--- config.mk ---
export PLATFORM = sky130hd
export DESIGN_NAME = lsu_mem_align
export DESIGN_NICKNAME = d
export VERILOG_FILES = /design/src/rtl/lsu_pkg.sv /design/src/rtl/lsu_lane_align.sv /design/src/rtl/lsu_mem_align.sv
export SDC_FILE = /design/constraint.sdc
export NUM_CORES = 1
export LEC_CHECK = 0
export CAP_MARGIN = 25
export CORE_UTILIZATION = 56
export CTS_CLUSTER_DIAMETER = 120
export DETAILED_ROUTE_END_ITERATION = 12
export PLACE_DENSITY = 0.82
export SLEW_MARGIN = 20
export SYNTH_ARGS = -nofsm -noshare
export SYNTH_HDL_FRONTEND = slang
export SYNTH_SLANG_ARGS = --single-unit
--- constraint.sdc ---
create_clock -name clk -period 16.6 [get_ports clk]
set_input_delay 2.49 -clock clk [delete_from_list [all_inputs] [get_ports clk]]
set_output_delay 2.49 -clock clk [all_outputs]
set_load 0.01 [all_outputs]
--- src/rtl/lsu_pkg.sv ---
// ---------------------------------------------------------------------------
// lsu_pkg
// Shared definitions for the load/store alignment unit.
//   - lsu_state_t : controller states (IDLE, two memory-access phases, RESP)
//   - SZ_B/SZ_H/SZ_W/SZ_X : funct3[1:0] access-size codes (SZ_X is illegal)
//   - size_mask() : byte mask of an access before lane shifting
// ---------------------------------------------------------------------------
package lsu_pkg;

   typedef enum logic [1:0] {
      ST_IDLE = 2'd0,
      ST_ACC0 = 2'd1,
      ST_ACC1 = 2'd2,
      ST_RESP = 2'd3
   } lsu_state_t;

   localparam logic [1:0] SZ_B = 2'b00;
   localparam logic [1:0] SZ_H = 2'b01;
   localparam logic [1:0] SZ_W = 2'b10;
   localparam logic [1:0] SZ_X = 2'b11;

   // Unshifted byte mask; the illegal code yields no bytes at all.
   function automatic logic [3:0] size_mask(input logic [1:0] size);
      logic [3:0] m;
      case (size)
         SZ_B:    m = 4'b0001;
         SZ_H:    m = 4'b0011;
         SZ_W:    m = 4'b1111;
         default: m = 4'b0000;
      endcase
      return m;
   endfunction

endpackage

--- src/rtl/lsu_lane_align.sv ---
// ---------------------------------------------------------------------------
// lsu_lane_align
// Purely combinational byte-lane arithmetic for the alignment unit.
// Ports:
//   off        in  2   byte offset within the word (addr[1:0])
//   size       in  2   access size code
//   wdata      in  32  right-justified store data
//   word0      in  32  read data from the lower word
//   word1      in  32  read data from the upper word (0 when not split)
//   mask8      out 8   byte mask over the two-word window
//   crosses    out 1   access touches the upper word
//   data64     out 64  store data shifted into its byte lanes
//   load_data  out 32  right-justified load data, unused bytes zero
// ---------------------------------------------------------------------------
module lsu_lane_align
   import lsu_pkg::*;
(
   input  logic [1:0]  off,
   input  logic [1:0]  size,
   input  logic [31:0] wdata,
   input  logic [31:0] word0,
   input  logic [31:0] word1,
   output logic [7:0]  mask8,
   output logic        crosses,
   output logic [63:0] data64,
   output logic [31:0] load_data
);

   logic [3:0]  szmask;
   logic [4:0]  bit_shift;
   logic [63:0] merged;
   logic [31:0] byte_mask;
   logic [31:0] unused_hi;

   assign szmask    = size_mask(size);
   assign bit_shift = {off, 3'b000};

   assign mask8   = {4'b0000, szmask} << off;
   assign crosses = |mask8[7:4];

   assign data64  = {32'h0, wdata} << bit_shift;

   // Bring the addressed byte down to bit 0 across the two-word window.
   assign merged    = {word1, word0} >> bit_shift;
   assign unused_hi = merged[63:32];

   genvar gi;
   generate
      for (gi = 0; gi < 4; gi++) begin : g_byte_mask
         assign byte_mask[gi*8 +: 8] = {8{szmask[gi]}};
      end
   endgenerate

   assign load_data = merged[31:0] & byte_mask;

endmodule

--- src/rtl/lsu_mem_align.sv ---
// ---------------------------------------------------------------------------
// lsu_mem_align
// Load/store alignment unit between execute and the data-memory port.
// Converts byte-addressed B/H/W loads and stores into word-aligned memory
// accesses with byte enables; accesses that straddle a word boundary are
// split into two accesses (or rejected when SPLIT_MISALIGNED = 0).
// Ports:
//   clk, reset                  clock, asynchronous active-high reset
//   req_valid/req_ready         request handshake (ready only in IDLE)
//   req_we, funct3, addr, wdata request fields
//   resp_valid/resp_rdata/resp_err  one-cycle completion pulse and result
//   mem_req/mem_we/mem_addr/mem_be/mem_wdata  registered memory request
//   mem_ack/mem_rdata           memory completion and read data
// ---------------------------------------------------------------------------
module lsu_mem_align
   import lsu_pkg::*;
#(
   parameter int SPLIT_MISALIGNED = 1
) (
   input  logic        clk,
   input  logic        reset,
   input  logic        req_valid,
   output logic        req_ready,
   input  logic        req_we,
   input  logic [2:0]  funct3,
   input  logic [31:0] addr,
   input  logic [31:0] wdata,
   output logic        resp_valid,
   output logic [31:0] resp_rdata,
   output logic        resp_err,
   output logic        mem_req,
   output logic        mem_we,
   output logic [31:0] mem_addr,
   output logic [3:0]  mem_be,
   output logic [31:0] mem_wdata,
   input  logic        mem_ack,
   input  logic [31:0] mem_rdata
);

   lsu_state_t  state_reg, state_next;
   logic        we_reg, we_next;
   logic [1:0]  size_reg, size_next;
   logic [1:0]  off_reg, off_next;
   logic [31:0] wdata_reg, wdata_next;
   logic [31:0] word0_reg, word0_next;
   logic        mem_req_reg, mem_req_next;
   logic        mem_we_reg, mem_we_next;
   logic [31:0] mem_addr_reg, mem_addr_next;
   logic [3:0]  mem_be_reg, mem_be_next;
   logic [31:0] mem_wdata_reg, mem_wdata_next;
   logic        resp_valid_reg, resp_valid_next;
   logic        resp_err_reg, resp_err_next;
   logic [31:0] resp_rdata_reg, resp_rdata_next;

   // funct3[2] only selects sign extension, which happens downstream.
   logic        unused_funct3;
   assign unused_funct3 = funct3[2];

   // Lane unit operands: while idle, look at the incoming request so the
   // first access can be issued on the accept edge; afterwards use the
   // captured request. Load merge takes the word arriving this cycle.
   logic        in_idle;
   logic [1:0]  la_off;
   logic [1:0]  la_size;
   logic [31:0] la_wdata;
   logic [31:0] la_word0;
   logic [31:0] la_word1;
   logic [7:0]  mask8;
   logic        crosses;
   logic [63:0] data64;
   logic [31:0] load_data;

   assign in_idle  = (state_reg == ST_IDLE);
   assign la_off   = in_idle ? addr[1:0]   : off_reg;
   assign la_size  = in_idle ? funct3[1:0] : size_reg;
   assign la_wdata = in_idle ? wdata       : wdata_reg;
   assign la_word0 = (state_reg == ST_ACC1) ? word0_reg : mem_rdata;
   assign la_word1 = (state_reg == ST_ACC1) ? mem_rdata : 32'h0;

   lsu_lane_align u_lane (
      .off       (la_off),
      .size      (la_size),
      .wdata     (la_wdata),
      .word0     (la_word0),
      .word1     (la_word1),
      .mask8     (mask8),
      .crosses   (crosses),
      .data64    (data64),
      .load_data (load_data)
   );

   always_ff @(posedge clk or posedge reset) begin
      if (reset) begin
         state_reg      <= ST_IDLE;
         we_reg         <= 1'b0;
         size_reg       <= SZ_B;
         off_reg        <= 2'b00;
         wdata_reg      <= 32'h0;
         word0_reg      <= 32'h0;
         mem_req_reg    <= 1'b0;
         mem_we_reg     <= 1'b0;
         mem_addr_reg   <= 32'h0;
         mem_be_reg     <= 4'b0000;
         mem_wdata_reg  <= 32'h0;
         resp_valid_reg <= 1'b0;
         resp_err_reg   <= 1'b0;
         resp_rdata_reg <= 32'h0;
      end else begin
         state_reg      <= state_next;
         we_reg         <= we_next;
         size_reg       <= size_next;
         off_reg        <= off_next;
         wdata_reg      <= wdata_next;
         word0_reg      <= word0_next;
         mem_req_reg    <= mem_req_next;
         mem_we_reg     <= mem_we_next;
         mem_addr_reg   <= mem_addr_next;
         mem_be_reg     <= mem_be_next;
         mem_wdata_reg  <= mem_wdata_next;
         resp_valid_reg <= resp_valid_next;
         resp_err_reg   <= resp_err_next;
         resp_rdata_reg <= resp_rdata_next;
      end
   end

   always_comb begin
      state_next      = state_reg;
      we_next         = we_reg;
      size_next       = size_reg;
      off_next        = off_reg;
      wdata_next      = wdata_reg;
      word0_next      = word0_reg;
      mem_req_next    = mem_req_reg;
      mem_we_next     = mem_we_reg;
      mem_addr_next   = mem_addr_reg;
      mem_be_next     = mem_be_reg;
      mem_wdata_next  = mem_wdata_reg;
      resp_valid_next = 1'b0;
      resp_err_next   = 1'b0;
      resp_rdata_next = resp_rdata_reg;

      case (state_reg)
         ST_IDLE: begin
            if (req_valid) begin
               we_next    = req_we;
               size_next  = funct3[1:0];
               off_next   = addr[1:0];
               wdata_next = wdata;
               if ((funct3[1:0] == SZ_X) || (crosses && (SPLIT_MISALIGNED == 0))) begin
                  state_next      = ST_RESP;
                  resp_valid_next = 1'b1;
                  resp_err_next   = 1'b1;
                  resp_rdata_next = 32'h0;
               end else begin
                  state_next     = ST_ACC0;
                  mem_req_next   = 1'b1;
                  mem_we_next    = req_we;
                  mem_addr_next  = {addr[31:2], 2'b00};
                  mem_be_next    = req_we ? mask8[3:0] : 4'b0000;
                  mem_wdata_next = req_we ? data64[31:0] : 32'h0;
               end
            end
         end

         ST_ACC0: begin
            if (mem_ack) begin
               word0_next = mem_rdata;
               if (crosses) begin
                  // Second word; the +4 wraps naturally at the top of memory.
                  state_next     = ST_ACC1;
                  mem_addr_next  = mem_addr_reg + 32'd4;
                  mem_be_next    = we_reg ? mask8[7:4] : 4'b0000;
                  mem_wdata_next = we_reg ? data64[63:32] : 32'h0;
               end else begin
                  state_next      = ST_RESP;
                  mem_req_next    = 1'b0;
                  mem_we_next     = 1'b0;
                  mem_be_next     = 4'b0000;
                  resp_valid_next = 1'b1;
                  resp_rdata_next = we_reg ? 32'h0 : load_data;
               end
            end
         end

         ST_ACC1: begin
            if (mem_ack) begin
               state_next      = ST_RESP;
               mem_req_next    = 1'b0;
               mem_we_next     = 1'b0;
               mem_be_next     = 4'b0000;
               resp_valid_next = 1'b1;
               resp_rdata_next = we_reg ? 32'h0 : load_data;
            end
         end

         ST_RESP: begin
            state_next = ST_IDLE;
         end

         default: begin
            state_next = ST_IDLE;
         end
      endcase
   end

   assign req_ready  = in_idle;
   assign resp_valid = resp_valid_reg;
   assign resp_err   = resp_err_reg;
   assign resp_rdata = resp_rdata_reg;
   assign mem_req    = mem_req_reg;
   assign mem_we     = mem_we_reg;
   assign mem_addr   = mem_addr_reg;
   assign mem_be     = mem_be_reg;
   assign mem_wdata  = mem_wdata_reg;

endmodule

---- Word-level counts from Yosys, hierarchy flattened ----
Cells that the tools add are included.
word-level totals
  register bits after elaboration ......... 175
  output and inout bits ................... 105
  word-level logic and storage cells ...... 99
operators by class
  $add $sub $neg .......................... 1
  equality and inequality tests ........... 13
  shift-type cells ........................ 3
  mux-type cells .......................... 55
  bitwise gates (word level) .............. 1
  reduce and logical (&&, ||, !) cells .... 12
operator list
  operator                                        number
  two-way mux 32 bit                              19
  one-hot mux 32 bit (2 select lines)             2
  one-hot mux 32 bit (3 select lines)             1
  << shifter 32 x 5 -> 64 bit                     1
  right shift 64 x 5 -> 32 bit                    1
  adder 32 x 3 -> 32 bit (second input constant)  1
  AND 32 bit                                      1
  two-way mux 4 bit                               7
  one-hot mux 4 bit (3 select lines)              2
  two-way mux 1 bit                               14
  two-way mux 2 bit                               6
  inequality test 2 bit (second input constant)   6
  AND reduction 6 bit                             2
  AND reduction 5 bit                             2
  one-hot mux 1 bit (3 select lines)              3
  == test 2 bit (second input constant)           4
  one-hot mux 2 bit (4 select lines)              1
  << shifter 4 x 2 -> 8 bit                       1
  == test 2 x 1 -> 1 bit (second input constant)  2
  logical NOT 2 bit                               2
  AND reduction 2 bit                             2
  OR reduction 4 bit                              1
  AND reduction 3 bit                             1
  nonzero test 3 bit                              1
  2 further kinds                                 2

---- Longest topological paths before layout ----
Gate-level depths: netlist (run 1).
  depth after elaboration ................. 9
  depth in mapped cells ................... 13

---- Hierarchy ----
A second synthesis (run 1) with hierarchy kept.
unflattened totals
  cells, all modules ...................... 1129
  area total of the unflattened synthesis .. 11028.1 µm²
by module, submodules not included
  module          times used  cells an instance  area an instance (µm²)  sequential area each (µm²)
  lsu_mem_align   1           892                9276.4                  4329.2
  lsu_lane_align  1           237                1751.7                  0.0

---- Worst setup path after synthesis (run 1) ----
OpenSTA, ideal clock, no wires.
  path kind ............................... in2reg
  start ................................... input funct3[1]
  end ..................................... register mem_addr_reg[14], in the netlist mem_addr[14]
  setup time .............................. 0.069 ns
  arrival ................................. 4.083 ns
  slack ................................... 12.448 ns
  stages on the path ...................... 6
  path buffers ............................ 0
  path through ............................ mux2_2 ha_1 a21oi_2 o21ai_1 or4_1 nand3_1
on the way
  longest elaborated chain between the ends .. 7
  elaborated cells on any way between the ends .. 11
  those cells by class .................... eq/ne: 5; shift: 1; mux: 2; reduce/logical: 3
RTL lines
  what                                   RTL line              source
  start: declaration                     lsu_mem_align.sv:25   input logic [2:0] funct3,
  two-way mux 2 bit                      lsu_mem_align.sv:75   assign la_size = in_idle ? funct3[1:0] : size_reg;
  == test 2 bit (tied with other cells)  lsu_pkg.sv:25         case (size)
  one-hot mux 4 bit (3 select lines)     lsu_pkg.sv:25
  << shifter 4 x 2 -> 8 bit              lsu_lane_align.sv:38  assign mask8 = {4'b0000, szmask} << off;
  OR reduction 4 bit                     lsu_lane_align.sv:39  assign crosses = |mask8[7:4];
  inequality test 2 bit (no line)        --
  AND reduction 5 bit (no line) *        --
  end signal: assignment                 lsu_mem_align.sv:117  mem_addr_reg <= mem_addr_next;
  end: declaration                       lsu_mem_align.sv:48   logic [31:0] mem_addr_reg, mem_addr_next;
Mark *: on every way between the ends. The rest lies on a longest branch, timed or not.
A chain may end at the register's enable or synchronous reset.

---- Worst setup path after layout (run 1) ----
  start ................................... input addr[0]
  end ..................................... register mem_addr_reg[26], in the netlist mem_addr[26]
on the way
  longest elaborated chain between the ends .. 5
RTL lines
  what                             RTL line              source
  start: declaration               lsu_mem_align.sv:26   input logic [31:0] addr,
  two-way mux 2 bit                lsu_mem_align.sv:74   assign la_off = in_idle ? addr[1:0] : off_reg;
  << shifter 4 x 2 -> 8 bit        lsu_lane_align.sv:38
  OR reduction 4 bit               lsu_lane_align.sv:39
  inequality test 2 bit (no line)  --
  AND reduction 5 bit (no line)    --
Every way passes these cells.

==> metrics, run 1 <==
fraction of layout cells with a size suffix above 1=11.9%; GRT overflow=0; width of the die=136 um; die area=0.0184 sq mm; critical path's slowest cell=sky130_fd_sc_hd__buf_4; synth-to-layout area growth=28.9%; number of buffers inserted to repair setup after CTS=0; status=completed; most repeated library cell on the critical path=sky130_fd_sc_hd__buf_4; count of antenna-violating nets left after detailed routing=0; CTS resizes=0; arrival time worst endpoint=5.75 ns; post-synthesis average cell area=10.1 sq um; DRC violation count after routing=0; shortest period the worst path allows=5.38 ns; path type of the worst setup path=in -> reg; vertical extent of the die=136 um; number of maximum-capacitance violations=0; quantity of I/O buffers inserted on ports=205; leakage component of the power=5.25 nW; commonest non-fill, non-tap cell in the layout=sky130_fd_sc_hd__clkdlybuf4s50_1; HP Class=reg -> reg; first-pass GRT wire length=46500 um; asr flop ratio synth=100%; launching point of the worst reg2reg path=state_reg[0]; nature of the critical path endpoint=register; Core ar.=0.0174 sq mm; io pins=209; FF+latch count, synth=173; highest ir drop seen on vdd=0.142 mV; number of instances in the synthesized netlist=987; pin count of the biggest net entering global routing=98; via count of the routed design=9154; R2R depth=10; Critical Path Source Type=primary input; worst rel slew slack=39.5%; Power Density=222 mW/mm^2; global-route total usage across every layer=32.8%; clk sink count=173; Slew @ Worst Pin=0.907 ns; count of hold buffers inserted by post-cts repair=0; register-to-register path setup slack=12.48 ns; worst clock skew=0.00701 ns; post-detail-place hpwl=20100 um; std cell rows=48; total wirelength of the detailed-routed design=29700 um; number of global-route vias before repair=8695; setup repair after global routing missed its margin=no; final layout net count=1268; leading cell types in the layout, fill and taps excluded=205 x sky130_fd_sc_hd__clkdlybuf4s50_1, 173 x sky130_fd_sc_hd__dfrtp_1, 86 x sky130_fd_sc_hd__nor2_1, 84 x sky130_fd_sc_hd__mux2i_1, 74 x sky130_fd_sc_hd__mux2_2; antenna violations before repair=2; core occupancy in the finished layout=74.2%; Worst path max stage delay=0.61 ns; CTS buffer count=17; effective utilization at floorplan=57.5%; fraction of the yosys area taken by sequential cells=43.3%; Root Buffer Master=sky130_fd_sc_hd__clkbuf_16; worst setup path end=mem_addr[26]; startpoint of the most critical setup path=addr[0]; number of fillers in the final layout=1246; final worst-path cycle share=32.4%; Final Slew Violations=0; clock-pin slew reported for the worst setup and hold paths after clock tree synthesis=0.07 ns; Fin. Hold Viols=0; primary flip-flop cell chosen by synthesis mapping=sky130_fd_sc_hd__dfrtp_1; final weighted congestion in routability-driven placement=0.890; Wirelength per Cell=21.3 um; FMAX=0.186 GHz; endpoints failing setup=0; DR pass1 iterations=5; first-iteration detailed-routing DRC count=755; clock network latency to the later pin of the worst-skew pair=0.43 ns; number of vias per cell=6.56; Crit Path Max Fanout=57; count of cell types in the netlist=69; required time reported for the critical path endpoint=16.97 ns; total standard cell area after synthesis=0.00999 sq mm; depth of the CTS H-tree=4; EDFF count, synth=0; Post-Route Setup TNS=0 ns; crit path cell chain=clkdlybuf4s50_1, buf_4, mux2_2, buf_4, o21ai_1, a31oi_4, buf_4, o21a_1, o22a_1; Worst R2R End=mem_addr[26]; Yosys warning total=0; clock tree from TritonCTS=built; maximum clock path buffer count=2
[layer usage]
metal  routed length, um  vias to the layer above  track usage (%)
met5                  11                        -                0
met4                 778                        2             13.7
met3                2800                       59             6.02
met2               13600                      520             49.5
met1               12500                     4473             46.2
li1                    -                     4100                -
[layout make-up]
class,count,area [sq um],area share [%]
clock inverter,10,210,1.63
multi-input combinational,730,5310,41.2
clock buffer,21,460,3.58
inverter,12,50.0,0.389
antenna,1,2.50,0.0194
tap,225,282,2.19
timing repair buffer,223,2230,17.3
sequential,173,4330,33.6
[stage by stage]
| step | hold WS [ns] | area [sq um] | setup slack [ns] | instances | total power (W) |
|---|---|---|---|---|---|
| 3_5_place_dp | 0.474 | 12200 | 10.83 | 1361 | 0.00235 |
| 4_1_cts | 0.492 | 12800 | 11.27 | 1392 | 0.00282 |
| 6_report | 0.488 | 12900 | 11.22 | 1395 | 0.00285 |
| 5_1_grt | 0.507 | 12900 | 11.04 | 1395 | 0.00302 |
| 3_3_place_gp | 0.472 | 12100 | 10.90 | 1359 | 0.00229 |
| 2_1_floorplan | 0.475 | 9990 | 9.42 | 988 | 0.00182 |
[cell usage after synthesis (all sizes together), types with 3 or more instances]
cell type	number	area, sq um
o2bb2ai	32	280
o22ai	27	169
a311oi	4	41.3
a32oi	11	96.3
clkbuf	35	131
a221o	6	60.1
and2	8	50.1
a22o	9	78.8
o21ai	25	129
nand2	71	267
ha	7	87.6
o211ai	3	22.5
a31oi	15	100
nand3	20	100
a221oi	29	254
o31ai	3	27.5
a22oi	13	103
buf	38	209
o22a	7	61.3
nor2b	27	169
nor4	5	31.3
and3	5	31.3
a211oi	26	195
or4	3	22.5
a2bb2oi	21	184
inv	12	45.0
mux2i	86	865
o21a	3	22.5
mux2	79	890
nor2	86	323
a21oi	51	259
nand4	10	62.6
dfrtp	173	4330
nor3	9	50.1
[critical path: cells and delay by family]
family | cells | cell delay, ns
AOI/OAI and AO/OA | 4 | 1.09
buffers and inverters | 4 | 1.89
muxes | 1 | 0.24
[cell families after synthesis]
logic type / after synthesis / share of synthesized area [%]
flip-flops: 173 / 43.3
AND/OR/NAND/NOR: 253 / 11.8
AO/OA/AOI/OAI: 301 / 22.4
adder cells (fa/ha/maj): 7 / 0.877
multiplexers: 165 / 17.6
XOR/XNOR: 2 / 0.175
buffers and inverters: 85 / 3.86
other: 1 / 0.0375
[power by group]
part | switching [W] | internal, W | total [W]
Combinational | 0.000898 | 0.000721 | 0.00162
Clock | 0.000168 | 0.000290 | 0.000458
Sequential | 0.000159 | 0.000617 | 0.000776
Total | 0.00122 | 0.00163 | 0.00285
[how the worst min path moves through the flow]
| stage | to | from | slack (ns) | cells past startpoint |
|---|---|---|---|---|
| floorplan | size_reg[1] | size_reg[1] | 0.48 | 1 |
| global placement | resp_rdata[9] | resp_rdata[9] | 0.47 | 1 |
| detailed placement | resp_rdata[17] | resp_rdata[17] | 0.47 | 1 |
| CTS | resp_rdata[10] | resp_rdata[10] | 0.49 | 1 |
| global route | resp_rdata[10] | resp_rdata[10] | 0.51 | 1 |
| finish | resp_rdata[10] | resp_rdata[10] | 0.49 | 1 |
No activity file was read; power rests on OpenSTA's default activity.
==> run 2: changes to the inputs <==
CORE_UTILIZATION = 47   (was 56)
PLACE_DENSITY = 0.73   (was 0.82)
clock period = 4.4 ns   (was 16.6 ns; I/O delays follow)
==> run 2 against run 1 <==
  * Non-clock buffer count up 3
  * First-iteration DRC count down 2.9%
  * Die area up 19%
  * Highest routed layer unchanged
  * Worst setup slack worse by 10 ns
  * Flip-flop and latch count unchanged
  * Largest cell class unchanged
  * Via count down 2.7%
  * Wire length about the same
  * Global-route usage down 4.9 points
  * Register-to-register slack worse by 12 ns
  * Clock power rose to 3.5 times the previous value
  * Critical path depth unchanged
==> metrics, run 2 (synthesized netlist as in run 1, its figures left out) <==
clock network latency to the later pin of the worst-skew pair=0.43 ns (about the same); flip-flop and latch area=0.00433 sq mm (unchanged); Wirelength per Cell=20.6 um (-3.5%); internal power contribution=0.00594 W (+270%); endpoints failing setup=0 (unchanged); Final Slew Violations=0 (unchanged); leakage component of the power=5.22 nW (-0.59%); status=completed; width of the die=148 um (+9.0%); clock tree from TritonCTS=built; number of maximum-capacitance violations=0 (unchanged); multi-input combinational cell area=0.00531 sq mm (unchanged); maximum clock path buffer count=2 (unchanged); die area=0.0218 sq mm (+19%); Slew @ Worst Pin=0.857 ns (-0.0495 ns); shortest period the worst path allows=3.44 ns; GRT overflow=0 (unchanged); arrival time worst endpoint=3.76 ns (-1.99 ns); net load switching power=0.00461 W (+280%); fraction of layout cells with a size suffix above 1=12.3% (+0.39 points); global-route total usage across every layer=27.9% (-4.9 points); count of hold buffers inserted by post-cts repair=0 (unchanged); Root Buffer Master=sky130_fd_sc_hd__clkbuf_16; clock-pin slew reported for the worst setup and hold paths after clock tree synthesis=0.07 ns (about the same); antenna violations before repair=5 (+3); DRC violation count after routing=0 (unchanged); pin count of the biggest net entering global routing=154 (+57%); Critical Path Source Type=register; CTS resizes=0 (unchanged); post-detail-place hpwl=20400 um (+1.9%); clk sink count=173 (unchanged); worst clock skew=0.0119 ns (+0.00492 ns); post-route non-filler standard cell count=1445 (+3.6%); required time reported for the critical path endpoint=4.72 ns (-12.25 ns); depth of the CTS H-tree=4 (unchanged); Power Density=821 mW/mm^2 (+270%); number of fillers in the final layout=1716 (+38%); std cell rows=52 (+8.3%); path type of the worst setup path=reg -> reg; clock network fraction of design power=15.0% (-1.1 points); number of vias per cell=6.16 (-6.1%); final layout net count=1271 (+0.24%); setup repair after global routing missed its margin=no; CTS buffer count=17 (unchanged); Crit Path Max Fanout=18 (-68%); vertical extent of the die=148 um (+9.0%); io pins=209 (unchanged); count of antenna-violating nets left after detailed routing=0 (unchanged); Post-Route Setup TNS=0 ns (unchanged); instance count after placement with tap cells included=1411 (+3.7%); final weighted congestion in routability-driven placement=0.857 (-3.7%); final worst-path cycle share=78.2%; leading cell types in the layout, fill and taps excluded=205 x sky130_fd_sc_hd__clkdlybuf4s50_1, 173 x sky130_fd_sc_hd__dfrtp_1, 86 x sky130_fd_sc_hd__nor2_1, 84 x sky130_fd_sc_hd__mux2i_1, 74 x sky130_fd_sc_hd__mux2_2; nature of the critical path endpoint=register; number of global-route vias before repair=8610 (-0.98%); FMAX=0.291 GHz; total wirelength of the detailed-routed design=29700 um (about the same); first-iteration detailed-routing DRC count=733 (-2.9%); worst rel slew slack=42.7% (+3.1 points); quantity of I/O buffers inserted on ports=205 (unchanged); commonest non-fill, non-tap cell in the layout=sky130_fd_sc_hd__clkdlybuf4s50_1; effective utilization at floorplan=48.6% (-9.0 points); via count of the routed design=8906 (-2.7%); switching share of power=43.7% (+0.76 points); Fin. Hold Viols=0 (unchanged); sequential share of power=27.6% (+0.4 points); highest ir drop seen on vdd=0.632 mV (+350%); Core ar.=0.0206 sq mm (+18%); HP Class=reg -> reg; synth-to-layout area growth=28.8%; combinational share of power=57.4% (+0.7 points); DR pass1 iterations=5 (unchanged); number of buffers inserted to repair setup after CTS=0 (unchanged); first-pass GRT wire length=47700 um (+2.4%)
run 2: worst paths after layout:
check	start	to	slack [ns]	depth (start not counted)
worst max-delay path	state_reg[0]	resp_rdata[16]	0.96	9
worst min-delay path	resp_rdata[31]	resp_rdata[31]	0.49	1
worst max register to register	state_reg[0]	resp_rdata[16]	0.96	9
worst min register to register	resp_rdata[31]	resp_rdata[31]	0.49	1
max in group asynchronous	reset	state_reg[1]	2.61	3
min in group asynchronous	reset	wdata_reg[30]	0.61	2
run 2: metal layers:
metal / track usage [%] / share of wire [%]
met1: 40.7 / 45
met2: 41.5 / 44
met3: 5.43 / 7.7
met4: 9.23 / 2.5
met5: 0 / 0.15
run 2: power by group through the flow:
stage / clock network (W) / logic, W / registers (W)
after floorplan: 0 / 0.00393 / 0.00295
after global placement: 0 / 0.00589 / 0.00289
final: 0.00159 / 0.00606 / 0.00291
after global routing: 0.00169 / 0.00657 / 0.00300
after CTS: 0.00161 / 0.00601 / 0.00289
after detailed placement: 0 / 0.00598 / 0.00292
run 2: cell type report:
cell class,count,area share (%)
Antenna cell,2,0.0389
Clock buffer,18,3.34
Clock inverter,14,1.39
Inverter,12,0.379
Multi-Input combinational cell,730,41.3
Sequential cell,173,33.7
Tap cell,270,2.63
Timing Repair Buffer,226,17.3
run 2: stage by stage:
step | hold WS [ns] | total power (W) | setup slack (ns) | area [sq um] | utilization (%)
global route | 0.500 | 0.0113 | 0.726 | 12900 | 62.5
detailed placement | 0.473 | 0.00890 | 0.927 | 12200 | 59.6
finish | 0.489 | 0.0106 | 0.961 | 12900 | 62.6
CTS | 0.493 | 0.0105 | 0.938 | 12900 | 62.5
floorplan | 0.475 | 0.00687 | 0.919 | 9990 | -
global placement | 0.474 | 0.00877 | 0.994 | 12200 | 59.6
run 2: worst max-delay path, stage by stage, from the launching register on:
cell and delay [ns]:
sky130_fd_sc_hd__dfrtp_1 0.40, sky130_fd_sc_hd__inv_1 0.15, sky130_fd_sc_hd__ha_2 0.33, sky130_fd_sc_hd__buf_4 0.35, sky130_fd_sc_hd__mux2i_1 0.31, sky130_fd_sc_hd__ha_1 0.27, sky130_fd_sc_hd__a21oi_2 0.13, sky130_fd_sc_hd__o21ai_2 0.26
sky130_fd_sc_hd__nand4_1 0.71, sky130_fd_sc_hd__o2bb2ai_1 0.43
==> run 3: changes to the inputs <==
clock period = 2.9 ns   (was 4.4 ns; I/O delays follow)
==> run 3 against run 2 <==
  * Critical path depth unchanged
  * Count of clock-buffer cells in the layout down 1
  * Power up 54%
  * First-iteration DRC count down 17%
==> metrics, run 3 (synthesized netlist as in run 1, its figures left out) <==
io pins=209 (unchanged); global-route total usage across every layer=28.0% (+0.084 points); Power Density=1240 mW/mm^2 (+52%); CTS resizes=0 (unchanged); fraction of layout cells with a size suffix above 1=14.0% (+1.7 points); clock tree from TritonCTS=built; worst rel slew slack=41.0% (-1.7 points); clock-pin slew reported for the worst setup and hold paths after clock tree synthesis=0.07 ns (about the same); GRT overflow=0 (unchanged); Crit Path Max Fanout=52 (+34); setup repair after global routing missed its margin=no; core occupancy in the finished layout=63.5% (+0.93 points); Wirelength per Cell=20.5 um (-0.28%); total wirelength of the detailed-routed design=30000 um (+0.96%); number of maximum-capacitance violations=0 (unchanged); via count of the routed design=8992 (+0.97%); net load switching power=0.00712 W (+54%); path type of the worst setup path=reg -> reg; Final Slew Violations=0 (unchanged); critical path's slowest cell=sky130_fd_sc_hd__or4_1; Fin. Hold Viols=0 (unchanged); clk sink count=173 (unchanged); std cell rows=52 (unchanged); vertical extent of the die=148 um (unchanged); count of hold buffers inserted by post-cts repair=0 (unchanged); effective utilization at floorplan=48.6% (unchanged); number of vias per cell=6.15 (-0.28%); clock network latency to the later pin of the worst-skew pair=0.44 ns (about the same); post-detail-place hpwl=21100 um (+3.3%); endpoints failing setup=0 (unchanged); number of global-route vias before repair=8639 (+0.34%); depth of the CTS H-tree=4 (unchanged); sequential share of power=27.3% (-0.3 points); DRC violation count after routing=0 (unchanged); final worst-path cycle share=94.5% (+16 points); first-pass GRT wire length=47700 um (about the same); Final WS setup=0.159 ns (-0.802 ns); worst clock skew=0.00978 ns (-0.00215 ns); width of the die=148 um (unchanged); Critical Path Source Type=register; antenna violations before repair=4 (-1); nature of the critical path endpoint=register; arrival time worst endpoint=3.11 ns (-0.65 ns); Worst path max stage delay=0.47 ns (-0.24 ns); count of antenna-violating nets left after detailed routing=0 (unchanged); synth-to-layout area growth=30.7%; startpoint of the most critical setup path=state_reg[0]; Post-Route Setup TNS=0 ns (unchanged); required time reported for the critical path endpoint=3.27 ns (-1.45 ns); Core ar.=0.0206 sq mm (unchanged); status=completed; crit path cell chain=inv_2, ha_4, mux2i_1, ha_4, a21boi_4, o31ai_4, buf_12, or4_1, nand3_1; highest ir drop seen on vdd=0.713 mV (+13%); final layout net count=1289 (+1.4%); maximum clock path buffer count=2 (unchanged); quantity of I/O buffers inserted on ports=205 (unchanged); first-iteration detailed-routing DRC count=611 (-17%); Root Buffer Master=sky130_fd_sc_hd__clkbuf_16; DR pass1 iterations=5 (unchanged); switching share of power=43.8% (+0.16 points); clock network fraction of design power=13.8% (-1.2 points); leakage component of the power=5.31 nW (+1.9%); commonest non-fill, non-tap cell in the layout=sky130_fd_sc_hd__clkdlybuf4s50_1; internal power contribution=0.00911 W (+53%); CTS buffer count=17 (unchanged); launching point of the worst reg2reg path=state_reg[0]; leading cell types in the layout, fill and taps excluded=205 x sky130_fd_sc_hd__clkdlybuf4s50_1, 173 x sky130_fd_sc_hd__dfrtp_1, 86 x sky130_fd_sc_hd__nor2_1, 84 x sky130_fd_sc_hd__mux2i_1, 74 x sky130_fd_sc_hd__mux2_2; pin count of the biggest net entering global routing=77 (-50%); combinational share of power=58.9% (+1.5 points); Slew @ Worst Pin=0.882 ns (+0.0244 ns); worst slack at placement=0.205 ns (-0.722 ns); HP Class=in -> async; most repeated library cell on the critical path=sky130_fd_sc_hd__ha_4; FMAX=0.365 GHz (+25%); shortest period the worst path allows=2.74 ns (-0.698 ns); final weighted congestion in routability-driven placement=0.889 (+3.7%); number of buffers inserted to repair setup after CTS=0 (unchanged); die area=0.0218 sq mm (unchanged)
## run 3: worst paths after layout
| kind | endpoint | slack [ns] | cells after the start |
|---|---|---|---|
| worst min-delay path | wdata_reg[21] | 0.28 | 2 |
| worst max register to register | mem_addr[7] | 0.16 | 9 |
| min in group clk | resp_rdata[28] | 0.49 | 1 |
| worst max-delay path | mem_addr[7] | 0.16 | 9 |
| worst min register to register | resp_rdata[28] | 0.49 | 1 |
| max in group asynchronous | word0_reg[21] | 1.93 | 3 |
## run 3: final cells by class
cell class                      instances  area [sq um]
Antenna cell                            2          5.00
Clock buffer                           17           425
Clock inverter                         15           139
Fill cell                            1742          7510
Inverter                               12          48.8
Multi-Input combinational cell        730          5350
Sequential cell                       173          4330
Tap cell                              270           338
Timing Repair Buffer                  244          2420
## run 3: per-layer routing
metal	global-route usage, %	wire length, um	vias up
li1	-	-	4151
met1	40.6	13400	4390
met2	41.7	13300	396
met3	5.22	2550	53
met4	9.79	731	2
met5	0	13	-
## run 3: critical path, delay by kind of cell (launching register included)
family / cells / cell delay, ns
AO/OA/AOI/OAI: 2 / 0.43
multiplexers: 1 / 0.42
AND/OR/NAND/NOR: 2 / 0.56
buffers and inverters: 2 / 0.32
flip-flops: 1 / 0.41
adder cells (fa/ha/maj): 2 / 0.53
## run 3: power by group through the flow
stage	registers [W]	logic (W)	clock network [W]
finish	0.00443	0.00956	0.00224
global route	0.00455	0.0104	0.00236
detailed placement	0.00444	0.00943	0
floorplan	0.00447	0.00613	0
CTS	0.00441	0.00948	0.00227
global placement	0.00440	0.00925	0
## run 3: through the flow
step,instances,cell area (sq um),total power (W),hold slack [ns]
after floorplan,988,10100,0.0106,0.475
after global placement,1428,12500,0.0136,0.475
after detailed placement,1429,12500,0.0139,0.473
after CTS,1461,13000,0.0162,0.277
after global routing,1462,13100,0.0173,0.305
final,1463,13100,0.0162,0.285
